**src/rtl/ram_block_mover.sv**
```systemverilog
// Block copy / constant fill master for the 32K x 16 single-port data RAM.
// One read then one write per copied word; fill writes one word per cycle.
module ram_block_mover #(
  parameter int ADDR_W = 15,
  parameter int DATA_W = 16
) (
  input  logic              clock,
  input  logic              reset_n,
  input  logic              start,
  input  logic              mode,
  input  logic [ADDR_W-1:0] src_addr,
  input  logic [ADDR_W-1:0] dst_addr,
  input  logic [ADDR_W:0]   length,
  input  logic [DATA_W-1:0] fill_value,
  output logic              busy,
  output logic              done,
  output logic [ADDR_W:0]   count,
  output logic [ADDR_W-1:0] ram_address,
  output logic              ram_load,
  output logic [DATA_W-1:0] ram_in,
  input  logic [DATA_W-1:0] ram_out
);

  typedef enum logic [1:0] {
    S_IDLE  = 2'd0,
    S_READ  = 2'd1,
    S_WRITE = 2'd2,
    S_DONE  = 2'd3
  } state_t;

  localparam logic [ADDR_W-1:0] ADDR_ONE = ADDR_W'(1);
  localparam logic [ADDR_W:0]   CNT_ONE  = (ADDR_W + 1)'(1);

  state_t              state_q, state_d;
  logic                mode_q;
  logic [ADDR_W-1:0]   src_q;
  logic [ADDR_W-1:0]   dst_q;
  logic [ADDR_W:0]     rem_q;
  logic [DATA_W-1:0]   fill_q;
  logic [ADDR_W:0]     count_q;
  logic [ADDR_W-1:0]   last_addr_q;

  always_ff @(posedge clock or negedge reset_n) begin
    if (!reset_n) begin
      state_q <= S_IDLE;
    end else begin
      state_q <= state_d;
    end
  end

  always_comb begin
    state_d = state_q;
    case (state_q)
      S_IDLE: begin
        if (start) begin
          if (length == '0) begin
            state_d = S_DONE;
          end else if (mode) begin
            state_d = S_WRITE;
          end else begin
            state_d = S_READ;
          end
        end
      end
      S_READ:  state_d = S_WRITE;
      S_WRITE: begin
        if (rem_q == CNT_ONE) begin
          state_d = S_DONE;
        end else if (mode_q) begin
          state_d = S_WRITE;
        end else begin
          state_d = S_READ;
        end
      end
      S_DONE:  state_d = S_IDLE;
      default: state_d = S_IDLE;
    endcase
  end

  // ram_load comes straight from the state register so an async reset
  // removes the write enable without waiting for a clock edge.
  always_comb begin
    busy        = 1'b0;
    done        = 1'b0;
    ram_load    = 1'b0;
    ram_address = last_addr_q;
    ram_in      = '0;
    case (state_q)
      S_READ: begin
        busy        = 1'b1;
        ram_address = src_q;
      end
      S_WRITE: begin
        busy        = 1'b1;
        ram_load    = 1'b1;
        ram_address = dst_q;
        ram_in      = mode_q ? fill_q : ram_out;
      end
      S_DONE: begin
        done = 1'b1;
      end
      default: begin
        busy = 1'b0;
      end
    endcase
  end

  always_ff @(posedge clock or negedge reset_n) begin
    if (!reset_n) begin
      mode_q      <= 1'b0;
      src_q       <= '0;
      dst_q       <= '0;
      rem_q       <= '0;
      fill_q      <= '0;
      count_q     <= '0;
      last_addr_q <= '0;
    end else begin
      if (state_q == S_IDLE && start) begin
        mode_q  <= mode;
        src_q   <= src_addr;
        dst_q   <= dst_addr;
        rem_q   <= length;
        fill_q  <= fill_value;
        count_q <= '0;
      end
      if (state_q == S_WRITE) begin
        count_q <= count_q + CNT_ONE;
        src_q   <= src_q + ADDR_ONE;
        dst_q   <= dst_q + ADDR_ONE;
        rem_q   <= rem_q - CNT_ONE;
      end
      // Keeps the address bus steady once the transfer leaves READ/WRITE.
      if (state_q == S_READ || state_q == S_WRITE) begin
        last_addr_q <= ram_address;
      end
    end
  end

  assign count = count_q;

endmodule

```
**config.mk**
```make
export PLATFORM = sky130hd
export DESIGN_NAME = ram_block_mover
export DESIGN_NICKNAME = d
export VERILOG_FILES = /design/src/rtl/ram_block_mover.sv
export SDC_FILE = /design/constraint.sdc
export NUM_CORES = 1
export LEC_CHECK = 0
export CAP_MARGIN = 15
export CORE_ASPECT_RATIO = 0.6
export CORE_UTILIZATION = 55
export DETAILED_ROUTE_END_ITERATION = 10
export HOLD_SLACK_MARGIN = 0.1
export PLACE_DENSITY = 0.87
export SYNTH_ARGS = -nofsm -noshare
export SYNTH_HDL_FRONTEND = slang
export SYNTH_SLANG_ARGS = --single-unit
export TNS_END_PERCENT = 100
```
**constraint.sdc**
```tcl
create_clock -name clock -period 5.15 [get_ports clock]
set_input_delay 0.7725 -clock clock [delete_from_list [all_inputs] [get_ports clock]]
set_output_delay 0.7725 -clock clock [all_outputs]
set_load 0.01 [all_outputs]
```
## Word level (Yosys, flattened, before mapping)

Index checks and enable logic that the tools add are counted.

| operators by class | value |
|---|---|
| multiplexer cells | 20 |
| add/subtract/negate cells | 4 |
| equality and inequality tests | 5 |
| reductions and logical operators | 6 |

Operator list:

| kind | count |
|---|---|
| $mux 16 | 6 |
| $mux 15 | 4 |
| $add 15x1->15 const B | 2 |
| $pmux 15 s2 | 1 |
| $add 16x1->16 const B | 1 |
| $eq 16x1->1 const B | 1 |
| $logic_not 16->1 | 1 |
| $sub 16x1->16 const B | 1 |
| $mux 2 | 5 |
| $pmux 2 s4 | 1 |
| $eq 2x2->1 const B | 2 |
| $mux 1 | 3 |
| $eq 2x1->1 const B | 1 |
| $logic_not 2->1 | 1 |
| $ne 2x2->1 const B | 1 |
| $reduce_bool 2->1 | 1 |
| $reduce_or 2->1 | 1 |
| $logic_and 1x1->1 | 1 |
| $logic_or 1x1->1 | 1 |

| storage, ports and cells | value |
|---|---|
| flip-flop bits (word level) | 96 |
| bits of input ports | 82 |

## Longest topological paths before layout

| logic depth | value |
|---|---|
| depth in word-level cells | 4 |
| depth in mapped cells | 8 |
| mapped depth without buffers | 6 |

## Worst setup path after synthesis

OpenSTA, ideal clock, no wires.

| timing | value |
|---|---|
| path type | register to output |
| start | reg state_q[0] |
| end | out ram_address[9] |
| cell stages (with the launch flop) | 7 |
| arrival time | 1.725 ns |
| buffers on the path | 2 |
| slack | 2.652 ns |
| path through | dfrtp_1 > inv_1 > ha_1 > clkbuf_1 > buf_1 > a22oi_1 > a21oi_1 |

| between the ends | value |
|---|---|
| longest elaborated chain between the ends | 2 |

RTL lines:

| what | line | source |
|---|---|---|
| start, declared | 34 | `state_t state_q, state_d;` |
| start signal, assigned | 47 | `state_q <= state_d;` |
| $eq 2x2->1 / $eq 2x1->1 (equally long branches) | 88 | `case (state_q)` |
| $pmux 15 s2 * | 88 |  |
| end, declared | 18 | `output logic [ADDR_W-1:0] ram_address,` |

Mark *: on every way between the ends. The rest lies on a longest branch, timed or not.

## Final worst setup path

| timing | value |
|---|---|
| start | reg state_q[0] |
| end | out ram_address[3] |

The elaborated chain is that of the path after synthesis.

==> metrics.md <==
| Metric | Value |
|---|---|
| Status | complete, no violations |
| Tmin final | 3.689 ns |
| Io pins | 132 |
| Main synth FF type | dfrtp_1 |
| Total number of vias | 5612 |
| Worst-path cell chain | inv_1, ha_2, buf_4, a22oi_1, a21oi_1, clkdlybuf4s50_1 |
| Crit path launch type | flip-flop |
| Drt pass-1 iters | 5 |
| Worst-path clk slew | 0.07 ns |
| Share of the yosys chip area belonging to registers | 42.51% |
| Most frequent cells in the layout | nand2_1, clkdlybuf4s50_1, dfrtp_1, a21oi_1, nor2_1 |
| FMAX | 0.2711 GHz |
| CP max FO | 87 |
| Sum Neg Setup Slack | 0 ns |
| Post-CTS setup buffers | 0 |
| CP Capture Type | primary output |
| Overall power | 0.005013 W |
| H-tree Lvls | 3 |
| Synth warn | 0 |
| Die width | 132.9 µm |
| Slew @ Worst Pin | ~1.1 ns |
| Maximum root-to-sink buffer count | 2 |
| Register bit total from synthesis | 96 |
| Synth Area in Simple Gates | 27.70% |
| Top cell type by total area after synthesis | dfrtp_1 |
| Initial antenna violation count | 0 |
| First-pass GRT wire length | 26520 µm |
| Unrepaired setup endpoints after global routing | no |
| Worst Path Class, Setup | flip-flop to primary output |
| 1st-iter DRT viols | 535 |
| Synth top area share | 42.51% |
| Final period util | 71.63% |
| Worst IR drop on VDD | 356.2 µV |
| Worst-Skew Late Latency | 0.34 ns |
| Area grow syn2layout | 30.15% |
| Sink Count | 96 |
| Via density | 6.015 |
| Final setup vio count | 0 |
| Worst EP arrival | 2.92 ns |
| Net Count, Synth | 782 |
| Root Driver | clkbuf_16 |
| FFs w/ async S/R, synth | 100.0% |
| # DRC | 0 |
| Post-synth EDFFs | 0 |
| Wirelength per Cell | 18.01 µm |
| Layout cells sized above 1 | 4.010% |
| Setup Skew | 0.008713 ns |
| Port bufs | ~130 |
| Max Slew Vio Count | 0 |
| Syn avg cell area | 8.191 µm² |
| Leading cell type in the layout, fill and taps excluded | nand2_1 |
| Syn Inst Count | 690 |
| Fill cell count | 689 |
| CTS tree | yes |
| Die H | 80.52 µm |
| Largest family of logic cells by synthesized area | simple AND/OR/NAND/NOR gates |
| Post-detail-place hpwl | 11290 µm |
| Crit-path slowest cell | buf_4 |
| Critical path required time | 4.38 ns |
| Total GRT Usage | a little under a third |
| Routed WL | 16800 µm |
| Synth area leaders | dfrtp_1, nand2_1, a21oi_1 |
| Hold Vio Cnt, Final | 0 |
| Vias in the first global route | 5260 |
| Final nets | 885 |
| Synth Area in Compound Gates | 13.08% |
| Initial Utilization | between 50% and 60% |
| Post-Synth Adder-Cell Area | 2.214% |
| Die area | around 11000 µm² |
| Hold Path Class | input port to async pin |
| Cts bufs inserted | 9 |
| Min Hold Slack | 0.4020 ns |
| Routed Antenna Nets | 0 |
| Largest net degree at the start of global routing | 88 |
| Post-Synth XOR/XNOR Area | ~6.8% |
| Rows | 28 |
| Max transition margin | 29.17% |
| Post-CTS Hold Fix Bufs | 0 |
| Post-CTS resize count | 0 |
| Power Density | between 600 and 700 nW/µm² |
| Mapped Area | 5652 µm² |
| Total gr overflow | 0 |
| Ant. Diodes | 0 |
| Leak | between 3 and 4 nW |
| Routability-driven placement congestion ratio | 0.8778 |
| Synth cell types | 43 |
| Max cap viols | 0 |
| Crit-path max cell delay | 0.69 ns |
| Core outline area | 9915 µm² |
| Fraction of synthesized area in multiplexers | 3.896% |
## metal layers
layer  global-route usage, %  part of all wire (%)  vias to the layer above
li1                        -                     -                     2609
met1                   43.07                    44                     2667
met2                   50.21                    45                      287
met3                   8.902                   9.1                       49
met4                   8.046                   2.0                        0
met5                       0                     0                        -
## critical path, delay by kind of cell, from the launching register on
| kind | cells | cell delay (ns) |
|---|---|---|
| fa+ha+maj | 1 | 0.21 |
| flops | 1 | 0.42 |
| buf+inv | 3 | 1.42 |
| compound gates | 2 | 0.52 |
## Yosys cell counts (all sizes together) (7+ instances only)
library cell,number
and3,39
xnor2,34
nor2,47
nand2,166
xor2,10
nor3,11
a21oi,67
a22oi,15
o21ai,12
dfrtp,96
o22ai,7
inv,11
clkbuf,39
nand3,18
ha,10
nand4,9
a31oi,8
mux2i,22
nor4,18
## flip-flops by register name (all words and copies together), names as in the netlist
name,flops
count,16
fill_q,16
rem_q,16
dst_q,15
last_addr_q,15
src_q,15
state_q,2
mode_q,1
## final timing paths
| check | cells after the start | endpoint | slack (ns) | from |
|---|---|---|---|---|
| worst max register to register | 7 | dst_q[14] | 2.50 | state_q[0] |
| max in group asynchronous | 2 | src_q[6] | 3.59 | reset_n |
| worst min-delay path | 1 | rem_q[4] | 0.40 | reset_n |
| worst max-delay path | 6 | ram_address[3] | 1.46 | state_q[0] |
| min in group clock | 2 | fill_q[10] | 0.48 | fill_q[10] |
| worst min register to register | 2 | fill_q[10] | 0.48 | fill_q[10] |
## where the power goes
group / leakage (nW) / internal (W) / switching [W]
clock: 0.154 / 0.000439 / 0.000281
combinational: 1.78 / 0.00126 / 0.00141
sequential: 1.16 / 0.00113 / 0.000491
## per-stage QoR
step / instance area [µm²] / utilization, % / std cells / worst slack, ns
floorplan: 5652 / - / 690 / 2.652
CTS: 7308 / 73.71 / 931 / 1.339
global placement: 6993 / 70.53 / 915 / 1.951
finish: 7356 / 74.19 / 933 / 1.461
detailed placement: 6993 / 70.53 / 915 / 1.772
global route: 7356 / 74.19 / 933 / 1.286
## kinds of logic after synthesis
family | Yosys count
AOI/OAI and AO/OA | 126
xor gates and xnor gates | 44
adders and majority gates | 10
buffers and inverters | 56
DFF | 96
muxes | 22
and+or+nand+nor | 336
## layout make-up
type                       count  area (µm²)  share of cell area (%)
clock buffer                  13       250.2                   3.402
inverter                      11       41.29                  0.5613
clock inverter                 3       65.06                  0.8845
tap                          135       168.9                   2.296
sequential                    96        2402                   32.66
timing repair buffer         137        1386                   18.85
multi-input combinational    538        3042                   41.35
(Power assumes the default switching activity.)
